$ cat src/rtl/acumulador_booth_if.sv
// Product/sum interface between the Booth multiplier, the accumulator and its consumer.
// The accumulator is the slave. The multiplier and the consumer together form the master.
interface acumulador_booth_if #(
  parameter int NUM_BITS  = 3,
  parameter int ACC_BITS  = 8,
  parameter int NUM_TERMS = 4,
  localparam int CNT_BITS = $clog2(NUM_TERMS + 1)
);
  logic                    fin;
  logic [2*NUM_BITS-1:0]   resultado;
  logic                    limpiar;
  logic                    ack;
  logic [ACC_BITS-1:0]     suma;
  logic                    valido;
  logic                    ocupado;
  logic [CNT_BITS-1:0]     cuenta;
  logic                    desbordamiento;
  logic                    perdido;

  modport slave (
    input  fin, resultado, limpiar, ack,
    output suma, valido, ocupado, cuenta, desbordamiento, perdido
  );

  modport master (
    output fin, resultado, limpiar, ack,
    input  suma, valido, ocupado, cuenta, desbordamiento, perdido
  );
endinterface

$ cat src/rtl/acumulador_booth.sv
// Saturating accumulator of NUM_TERMS signed Booth products, captured on rising edges of fin.
// The completed sum is handed to the consumer with a valid/ack handshake.
module acumulador_booth #(
  parameter int NUM_BITS  = 3,
  parameter int ACC_BITS  = 8,
  parameter int NUM_TERMS = 4,
  localparam int CNT_BITS = $clog2(NUM_TERMS + 1)
) (
  input logic                clk,
  input logic                rst_n,
  acumulador_booth_if.slave  bus
);

  typedef enum logic {ACUM = 1'b0, LISTO = 1'b1} estado_t;

  localparam logic [CNT_BITS-1:0] ULTIMO  = CNT_BITS'(NUM_TERMS - 1);
  localparam logic [ACC_BITS-1:0] SAT_MAX = {1'b0, {(ACC_BITS-1){1'b1}}};
  localparam logic [ACC_BITS-1:0] SAT_MIN = {1'b1, {(ACC_BITS-1){1'b0}}};

  estado_t              estado_q, estado_d;
  logic                 fin_q;
  logic                 evento;
  logic [ACC_BITS-1:0]  suma_q, suma_d;
  logic [CNT_BITS-1:0]  cuenta_q, cuenta_d;
  logic                 desb_q, desb_d;
  logic                 perdido_q, perdido_d;

  logic [ACC_BITS:0]    prod_ext, suma_ext, total;
  logic [ACC_BITS-1:0]  suma_sat;
  logic                 satura;

  assign evento = bus.fin & ~fin_q;

  // One guard bit is enough: the top two bits of the sum differ exactly when it overflows.
  assign prod_ext = {{(ACC_BITS+1-2*NUM_BITS){bus.resultado[2*NUM_BITS-1]}}, bus.resultado};
  assign suma_ext = {suma_q[ACC_BITS-1], suma_q};
  assign total    = prod_ext + suma_ext;
  assign satura   = total[ACC_BITS] ^ total[ACC_BITS-1];

  always_comb begin
    if (!satura)             suma_sat = total[ACC_BITS-1:0];
    else if (total[ACC_BITS]) suma_sat = SAT_MIN;
    else                      suma_sat = SAT_MAX;
  end

  always_comb begin
    // NOTE: every variable gets a default first, so no path leaves it unassigned and no latch is inferred.
    estado_d  = estado_q;
    suma_d    = suma_q;
    cuenta_d  = cuenta_q;
    desb_d    = desb_q;
    perdido_d = perdido_q;

    if (bus.limpiar) begin
      estado_d  = ACUM;
      suma_d    = '0;
      cuenta_d  = '0;
      desb_d    = 1'b0;
      perdido_d = 1'b0;
    end else begin
      case (estado_q)
        ACUM: begin
          if (evento) begin
            suma_d   = suma_sat;
            cuenta_d = cuenta_q + 1'b1;
            desb_d   = desb_q | satura;
            if (cuenta_q == ULTIMO) estado_d = LISTO;
          end
        end
        LISTO: begin
          // A product that arrives while the sum waits for ack is dropped, even if ack is also present.
          if (evento) perdido_d = 1'b1;
          if (bus.ack) begin
            estado_d = ACUM;
            suma_d   = '0;
            cuenta_d = '0;
            desb_d   = 1'b0;
          end
        end
        default: estado_d = ACUM;
      endcase
    end
  end

  // fin_q resets high, so a fin already high when reset is released does not count as a product.
  always_ff @(posedge clk or negedge rst_n) begin
    if (!rst_n) begin
      // NOTE: sequential state uses non-blocking assignments so that every flop samples pre-edge values.
      estado_q  <= ACUM;
      fin_q     <= 1'b1;
      suma_q    <= '0;
      cuenta_q  <= '0;
      desb_q    <= 1'b0;
      perdido_q <= 1'b0;
    end else begin
      estado_q  <= estado_d;
      fin_q     <= bus.fin;
      suma_q    <= suma_d;
      cuenta_q  <= cuenta_d;
      desb_q    <= desb_d;
      perdido_q <= perdido_d;
    end
  end

  assign bus.suma           = suma_q;
  assign bus.cuenta         = cuenta_q;
  assign bus.desbordamiento = desb_q;
  assign bus.perdido        = perdido_q;
  assign bus.valido         = (estado_q == LISTO);
  assign bus.ocupado        = (estado_q == LISTO);

endmodule

$ cat src/flat_wrapper.sv
// flat-port wrapper written by rule: the top's interface ports become plain ports
module acumulador_booth_flat 
#(
  parameter int NUM_BITS  = 3,
  parameter int ACC_BITS  = 8,
  parameter int NUM_TERMS = 4,
  localparam int CNT_BITS = $clog2(NUM_TERMS + 1)
)
  (clk, rst_n, bus_fin, bus_resultado, bus_limpiar, bus_ack, bus_suma, bus_valido, bus_ocupado, bus_cuenta, bus_desbordamiento, bus_perdido);
  acumulador_booth_if #(.NUM_BITS(NUM_BITS), .ACC_BITS(ACC_BITS), .NUM_TERMS(NUM_TERMS)) bus_i ();
  input logic clk;
  input logic rst_n;
  input wire logic [$bits(bus_i.fin)-1:0] bus_fin;
  input wire logic [$bits(bus_i.resultado)-1:0] bus_resultado;
  input wire logic [$bits(bus_i.limpiar)-1:0] bus_limpiar;
  input wire logic [$bits(bus_i.ack)-1:0] bus_ack;
  output wire logic [$bits(bus_i.suma)-1:0] bus_suma;
  output wire logic [$bits(bus_i.valido)-1:0] bus_valido;
  output wire logic [$bits(bus_i.ocupado)-1:0] bus_ocupado;
  output wire logic [$bits(bus_i.cuenta)-1:0] bus_cuenta;
  output wire logic [$bits(bus_i.desbordamiento)-1:0] bus_desbordamiento;
  output wire logic [$bits(bus_i.perdido)-1:0] bus_perdido;
  assign bus_i.fin = bus_fin;
  assign bus_i.resultado = bus_resultado;
  assign bus_i.limpiar = bus_limpiar;
  assign bus_i.ack = bus_ack;
  assign bus_suma = bus_i.suma;
  assign bus_valido = bus_i.valido;
  assign bus_ocupado = bus_i.ocupado;
  assign bus_cuenta = bus_i.cuenta;
  assign bus_desbordamiento = bus_i.desbordamiento;
  assign bus_perdido = bus_i.perdido;
  acumulador_booth #(.NUM_BITS(NUM_BITS), .ACC_BITS(ACC_BITS), .NUM_TERMS(NUM_TERMS)) u_core (.clk(clk), .rst_n(rst_n), .bus(bus_i));
endmodule
$ cat config.mk
export PLATFORM = sky130hd
export DESIGN_NAME = acumulador_booth_flat
export DESIGN_NICKNAME = d
export VERILOG_FILES = /design/src/rtl/acumulador_booth_if.sv /design/src/rtl/acumulador_booth.sv /design/src/flat_wrapper.sv
export SDC_FILE = /design/constraint.sdc
export NUM_CORES = 1
export LEC_CHECK = 0
export BUFFER_PORTS_ARGS = -buffer_cell sky130_fd_sc_hd__buf_2
export CAP_MARGIN = 20
export CORE_UTILIZATION = 50
export CTS_CLUSTER_DIAMETER = 50
export DETAILED_ROUTE_END_ITERATION = 10
export PLACE_DENSITY = 0.78
export SYNTH_ARGS = -nofsm -noshare
export SYNTH_HDL_FRONTEND = slang
export SYNTH_SLANG_ARGS = --single-unit
$ cat constraint.sdc
create_clock -name clk -period 3.3 [get_ports clk]
set_input_delay 0.66 -clock clk [delete_from_list [all_inputs] [get_ports clk]]
set_output_delay 0.66 -clock clk [all_outputs]
set_load 0.05 [all_outputs]
======== After elaboration in Yosys (flattened, before gate mapping) ========
Cells that the tools add are included.
word-level totals
  bits in registers ....................... 15
  input bits .............................. 11
  output and inout bits ................... 15
  logic and storage cells ................. 42
cells by class
  $add $sub $neg .......................... 2
  equal/unequal tests ..................... 3
  muxes and demuxes ....................... 22
  bitwise gates (word level) .............. 5
  reduce and logical (&&, ||, !) cells .... 4
operator list
  cell                   number
  $mux W8                5
  $pmux W8 S2            1
  $mux W1                10
  $add A6 B8 Y9          1
  $mux W3                3
  $pmux W3 S2            1
  $pmux W1 S2            2
  $reduce_and A2 Y1      2
  $reduce_bool A2 Y1     2
  $add A3 B1 Y3 const B  1
  $eq A3 B2 Y1 const B   1
  $ne A3 B2 Y1 const B   1
  $ne A3 B3 Y1 const B   1
  $not A1 Y1             2
  $and A1 B1 Y1          1
  $or A1 B1 Y1           1
  $xor A1 B1 Y1          1

======== Longest topological paths before layout ========
  word-level depth ........................ 6
  gate-level depth with buffers ........... 8
  gate-level depth less buffers ........... 7

======== Worst setup path before layout ========
Ideal clock, no wire load.
  path type ............................... register -> register
  start ................................... register u_core.suma_q[0], in the netlist u_core.bus.suma[0]
  end ..................................... register u_core.suma_q[1], in the netlist u_core.bus.suma[1]
  library setup time ...................... 0.129 ns
  arrival time ............................ 2.283 ns
  data required time ...................... 3.171 ns
  path slack .............................. 0.888 ns
  cell stages (with the launch flop) ...... 9
  buffers on the path ..................... 1
  period minus slack after synthesis ...... 2.412 ns
  cell sequence ........................... dfrtp_1 -> ha_1 -> fa_1 -> a21o_2 -> a21oi_1 -> o2bb2ai_1 -> buf_6 -> a32oi_1 -> nand3_1
between the ends
  cells in the longest elaborated chain, start to end .. 6
  elaborated cells between the ends (all ways) .. 7
  those cells by class .................... add/sub (1); mux (5); bitwise (1)
ends and longest elaborated chain
  element                                   line                                            text
  from (decl)                               acumulador_booth.sv:23                          logic [ACC_BITS-1:0] suma_q, suma_d;
  from (signal assigned)                    acumulador_booth.sv:98                          suma_q <= suma_d;
  $add A6 B8 Y9 (*)                         acumulador_booth.sv:37                          assign total = prod_ext + suma_ext;
  $mux W8 or $xor A1 B1 Y1 (tied branches)  acumulador_booth.sv:42, acumulador_booth.sv:38
  $mux W8 (*)                               acumulador_booth.sv:41                          if (!satura) suma_sat = total[ACC_BITS-1:0];
  $mux W8 (*)                               acumulador_booth.sv:63                          if (evento) begin
  $pmux W8 S2 (*)                           acumulador_booth.sv:61                          case (estado_q)
  $mux W8 (*)                               acumulador_booth.sv:54                          if (bus.limpiar) begin
Mark *: on every way between the ends. The rest lies on a longest branch, timed or not. The select of a mux whose other input is x is not followed.
A chain may end at the register's enable or synchronous reset.

======== Worst setup path after layout ========
  start ................................... input port bus_resultado[0]
  end ..................................... register u_core.desb_q, in the netlist u_core.bus.desbordamiento
between the ends
  cells in the longest elaborated chain, start to end .. 6
ends and longest elaborated chain
  element               line                     text
  from (decl)           flat_wrapper.sv:14       input wire logic [$bits(bus_i.resultado)-1:0] bus_resultado;
  $add A6 B8 Y9         acumulador_booth.sv:37
  $xor A1 B1 Y1         acumulador_booth.sv:38   assign satura = total[ACC_BITS] ^ total[ACC_BITS-1];
  $or A1 B1 Y1          acumulador_booth.sv:66   desb_d = desb_q | satura;
  $mux W1               acumulador_booth.sv:63
  $pmux W1 S2           acumulador_booth.sv:61
  $mux W1               acumulador_booth.sv:54
  to (signal assigned)  acumulador_booth.sv:100  desb_q <= desb_d;
  to (decl)             acumulador_booth.sv:25   logic desb_q, desb_d;
No other way between the ends. The select of a mux whose other input is x is not followed.

==> flow_metrics.py <==
metrics = {
    "job": {
        "drv_cap": 0,
    },
    "die": {
        "design.core.area_mm2": 0.00202,
        "die_width_um": 48.9,
        "dieArea_mm2": 0.00239,
        "initial_core_util_pct": 54.5,
        "core.rowCount": 16,
        "die_y_um": 48.9,
        "boundaryPins": 26,
    },
    "global_route": {
        "overflow": 0,
        "grt_util_all_layers_pct": 22.4,
        "grt_first_pass_wirelength_mm": 4.24,
        "antenna_violations_before_repair": 0,
        "first_global_vias": 940,
        "grt_start_max_net_pins": 16,
    },
    "sta": {
        "post-route-min-period_ns": 2.52,
        "highest_clock_frequency_the_design_can_meet_ghz": 0.397,
        "worst_pin_slew_ns": 1.05,
        "final.setup_skew_ns": 0.00670,
        "worst_slew_margin_rel_pct": 30.2,
        "setup-violations-final": 0,
        "timing_max_transition_violations_final": 0,
        "setup-tns-final_ns": 0,
        "timing.final.crit_share_pct": 76.3,
        "timing_hold_violations_final": 0,
        "setup_slack_ns": 0.783,
        "unrepaired_setup_endpoints_after_global_routing": "no",
        "worst_hold_slack_ns": 0.255,
    },
    "power_and_ir_drop": {
        "ir_drop_v": 0.000322,
        "cellPowerDensity_mw_per_mm2": 524,
        "power_mw": 0.654,
        "leakage_power_figure_nw": 0.612,
    },
    "setup_path": {
        "worst_setup_path_end_kind": "flip-flop",
        "timing.setup.critical_path_class": "in2reg",
        "worstPathMaxFanout": 15,
        "timing.critical_path.slowest_cell_delay_ns": 0.83,
        "cp_data_required_time_ns": 3.52,
        "reg2reg_depth": 7,
        "worst_path_max_delay_cell": "sky130_fd_sc_hd__o2bb2ai_1",
        "crit_path_cell_trace": "buf_2 > ha_1 > fa_1 > a21o_2 > a21oi_1 > o2bb2ai_1 > nand4_1 > nand3_1",
        "crit_path_start_kind": "input pin",
        "crit_arrival_ns": 2.74,
    },
    "final_layout": {
        "area_growth_pct": 13.4,
        "finish.net_count": 160,
        "nFillCells": 190,
        "post_layout_nonfiller_instances": 164,
        "num_antenna_cells": 0,
        "drive_gt1_share_pct": 27.0,
    },
    "drt": {
        "number_of_iterations_in_the_first_detailed_routing_pass": 5,
        "route.detailed.drc": 0,
        "total_number_of_vias": 1002,
        "postRouteAntennaNets": 0,
        "drt-initial-drc-count": 41,
        "routedWlPerCell_um": 14.4,
        "viasPerCell": 6.11,
        "routed_wirelength_mm": 2.36,
    },
    "synthesis": {
        "yosys_register_bits": 15,
        "ys_warn_count": 0,
        "async_flop_share_pct": 100,
        "dominantRegCellSynth": "sky130_fd_sc_hd__dfrtp_1",
        "netlist_area_mm2": 0.00110,
        "sequential_element_share_of_the_synthesized_area_pct": 34.2,
        "post_synth_num_cell_types": 41,
        "synth_enable_flop_cells": 0,
        "synth_largest_type_area_fraction_pct": 31.8,
        "synthesis.nets": 135,
        "mean_post_synth_cell_area_um2": 9.74,
        "synth_cells": 113,
        "synth_top_cells_by_area": "sky130_fd_sc_hd__dfrtp_1 (32%), sky130_fd_sc_hd__ha_1 (11%), sky130_fd_sc_hd__a32oi_1 (5.6%)",
        "synth_largest_area_cell": "sky130_fd_sc_hd__dfrtp_1",
    },
    "clock_network": {
        "worst_skew_pair.late_latency_ns": 0.28,
        "clk_pin_slew_worst_paths_ns": 0.09,
        "tritoncts": "done",
        "post_cts_resize_count": 0,
        "cts_inserted_buffers": 3,
        "cts.path.max_buffers": 2,
        "cts.sinks": 15,
        "cts.root.buffer_cell": "sky130_fd_sc_hd__clkbuf_4",
        "cts_setup_buffers": 0,
        "h-tree-depth": 1,
        "cts.hold.buffers_added": 0,
    },
    "placement": {
        "place.port_buffers": 25,
        "pre_cts_ws_ns": 0.520,
        "gp_congestion": 0.802,
        "dp_cells": 160,
        "detailed_place_hpwl_mm": 1.75,
    },
    "worst_hold_path": {
        "hp-class": "in2async",
    },
    "run_status": {
        "run_status": "complete, no violations",
    },
}
cell usage in the layout, fill, tap and decap left out, drive strengths merged, types with 2 or more instances in the layout:
cell type,n
a211o,3
a21o,2
a21oi,8
a221oi,2
a32oi,7
and3,2
buf,26
clkbuf,4
dfrtp,14
ha,10
inv,3
nand2,5
nand2b,2
nand3,6
nand4,3
nor2,2
nor2b,4
nor3b,2
o211ai,6
o21a,3
o21ai,9
or3,2
path summary, 6_finish.rpt:
| path | from | end | slack (ns) |
|---|---|---|---|
| min in group clk | bus_fin | u_core.fin_q$_DFF_PN1_ | 0.49 |
| worst max register to register | u_core.bus.suma[0]$_DFFE_PN0P_ | u_core.bus.suma[6]$_DFFE_PN0P_ | 0.81 |
| worst min register to register | u_core.bus.desbordamiento$_DFFE_PN0P_ | u_core.bus.desbordamiento$_DFFE_PN0P_ | 0.51 |
| worst min-delay path | rst_n | u_core.bus.perdido$_DFFE_PN0P_ | 0.25 |
| max in group asynchronous | rst_n | u_core.fin_q$_DFF_PN1_ | 2.75 |
| worst max-delay path | bus_resultado[0] | u_core.bus.desbordamiento$_DFFE_PN0P_ | 0.78 |
final cells by class:
type	instances	area, µm²	share of cell area, %
Timing Repair Buffer	26	133	10.6
Tap cell	27	33.8	2.71
Multi-Input combinational cell	89	668	53.5
Clock buffer	4	26.3	2.10
Sequential cell	15	377	30.2
Inverter	3	11.3	0.902
critical path, delay by kind of cell:
kind            cells  cell delay, ns
compound gates      3            1.06
fa+ha+maj           2            0.46
buf+inv             1            0.08
simple gates        2            0.47
metrics by stage:
stage	utilization (%)	instance area, µm²
floorplan	-	1100
global placement	60.5	1220
detailed placement	60.5	1220
CTS	61.8	1250
global route	61.8	1250
finish	61.8	1250
per-layer routing:
metal | GRT usage [%] | part of all wire, %
met1 | 32.4 | 47
met2 | 35.2 | 47
met3 | 4.67 | 6.2
met4 | 2.94 | 0
met5 | 0 | 0
registers in the layout, summed over array words and instances (netlist names):
register                   count
u_core.fin_q                   1
u_core.bus.cuenta              3
u_core.bus.suma                8
u_core.bus.perdido             1
u_core.bus.ocupado             1
u_core.bus.desbordamiento      1
Yosys cell counts (all sizes together), types with 3 or more instances:
| cell type | count |
|---|---|
| ha | 10 |
| nand3 | 6 |
| o21ai | 9 |
| inv | 3 |
| nand2 | 5 |
| a32oi | 7 |
| a211o | 3 |
| buf | 4 |
| a21oi | 8 |
| o21a | 3 |
| nor2b | 4 |
| dfrtp | 14 |
| o211ai | 6 |
| nand4 | 3 |
power breakdown:
part	switching, mW	internal (mW)	total, mW
Combinational	0.214	0.113	0.328
Clock	0.0566	0.0470	0.104
Sequential	0.0181	0.204	0.223
Total	0.289	0.365	0.654
cells by family (layout without fill, tap and decap cells):
family,Yosys count,after routing,synth area share (%)
AO/OA/AOI/OAI,46,46,30.2
XOR/XNOR,2,2,1.59
adder cells (fa/ha/maj),11,11,13.2
buffers and inverters,9,33,5.11
flip-flops,15,15,34.2
AND/OR/NAND/NOR,30,30,15.7
No activity file was read; power rests on OpenSTA's default activity.
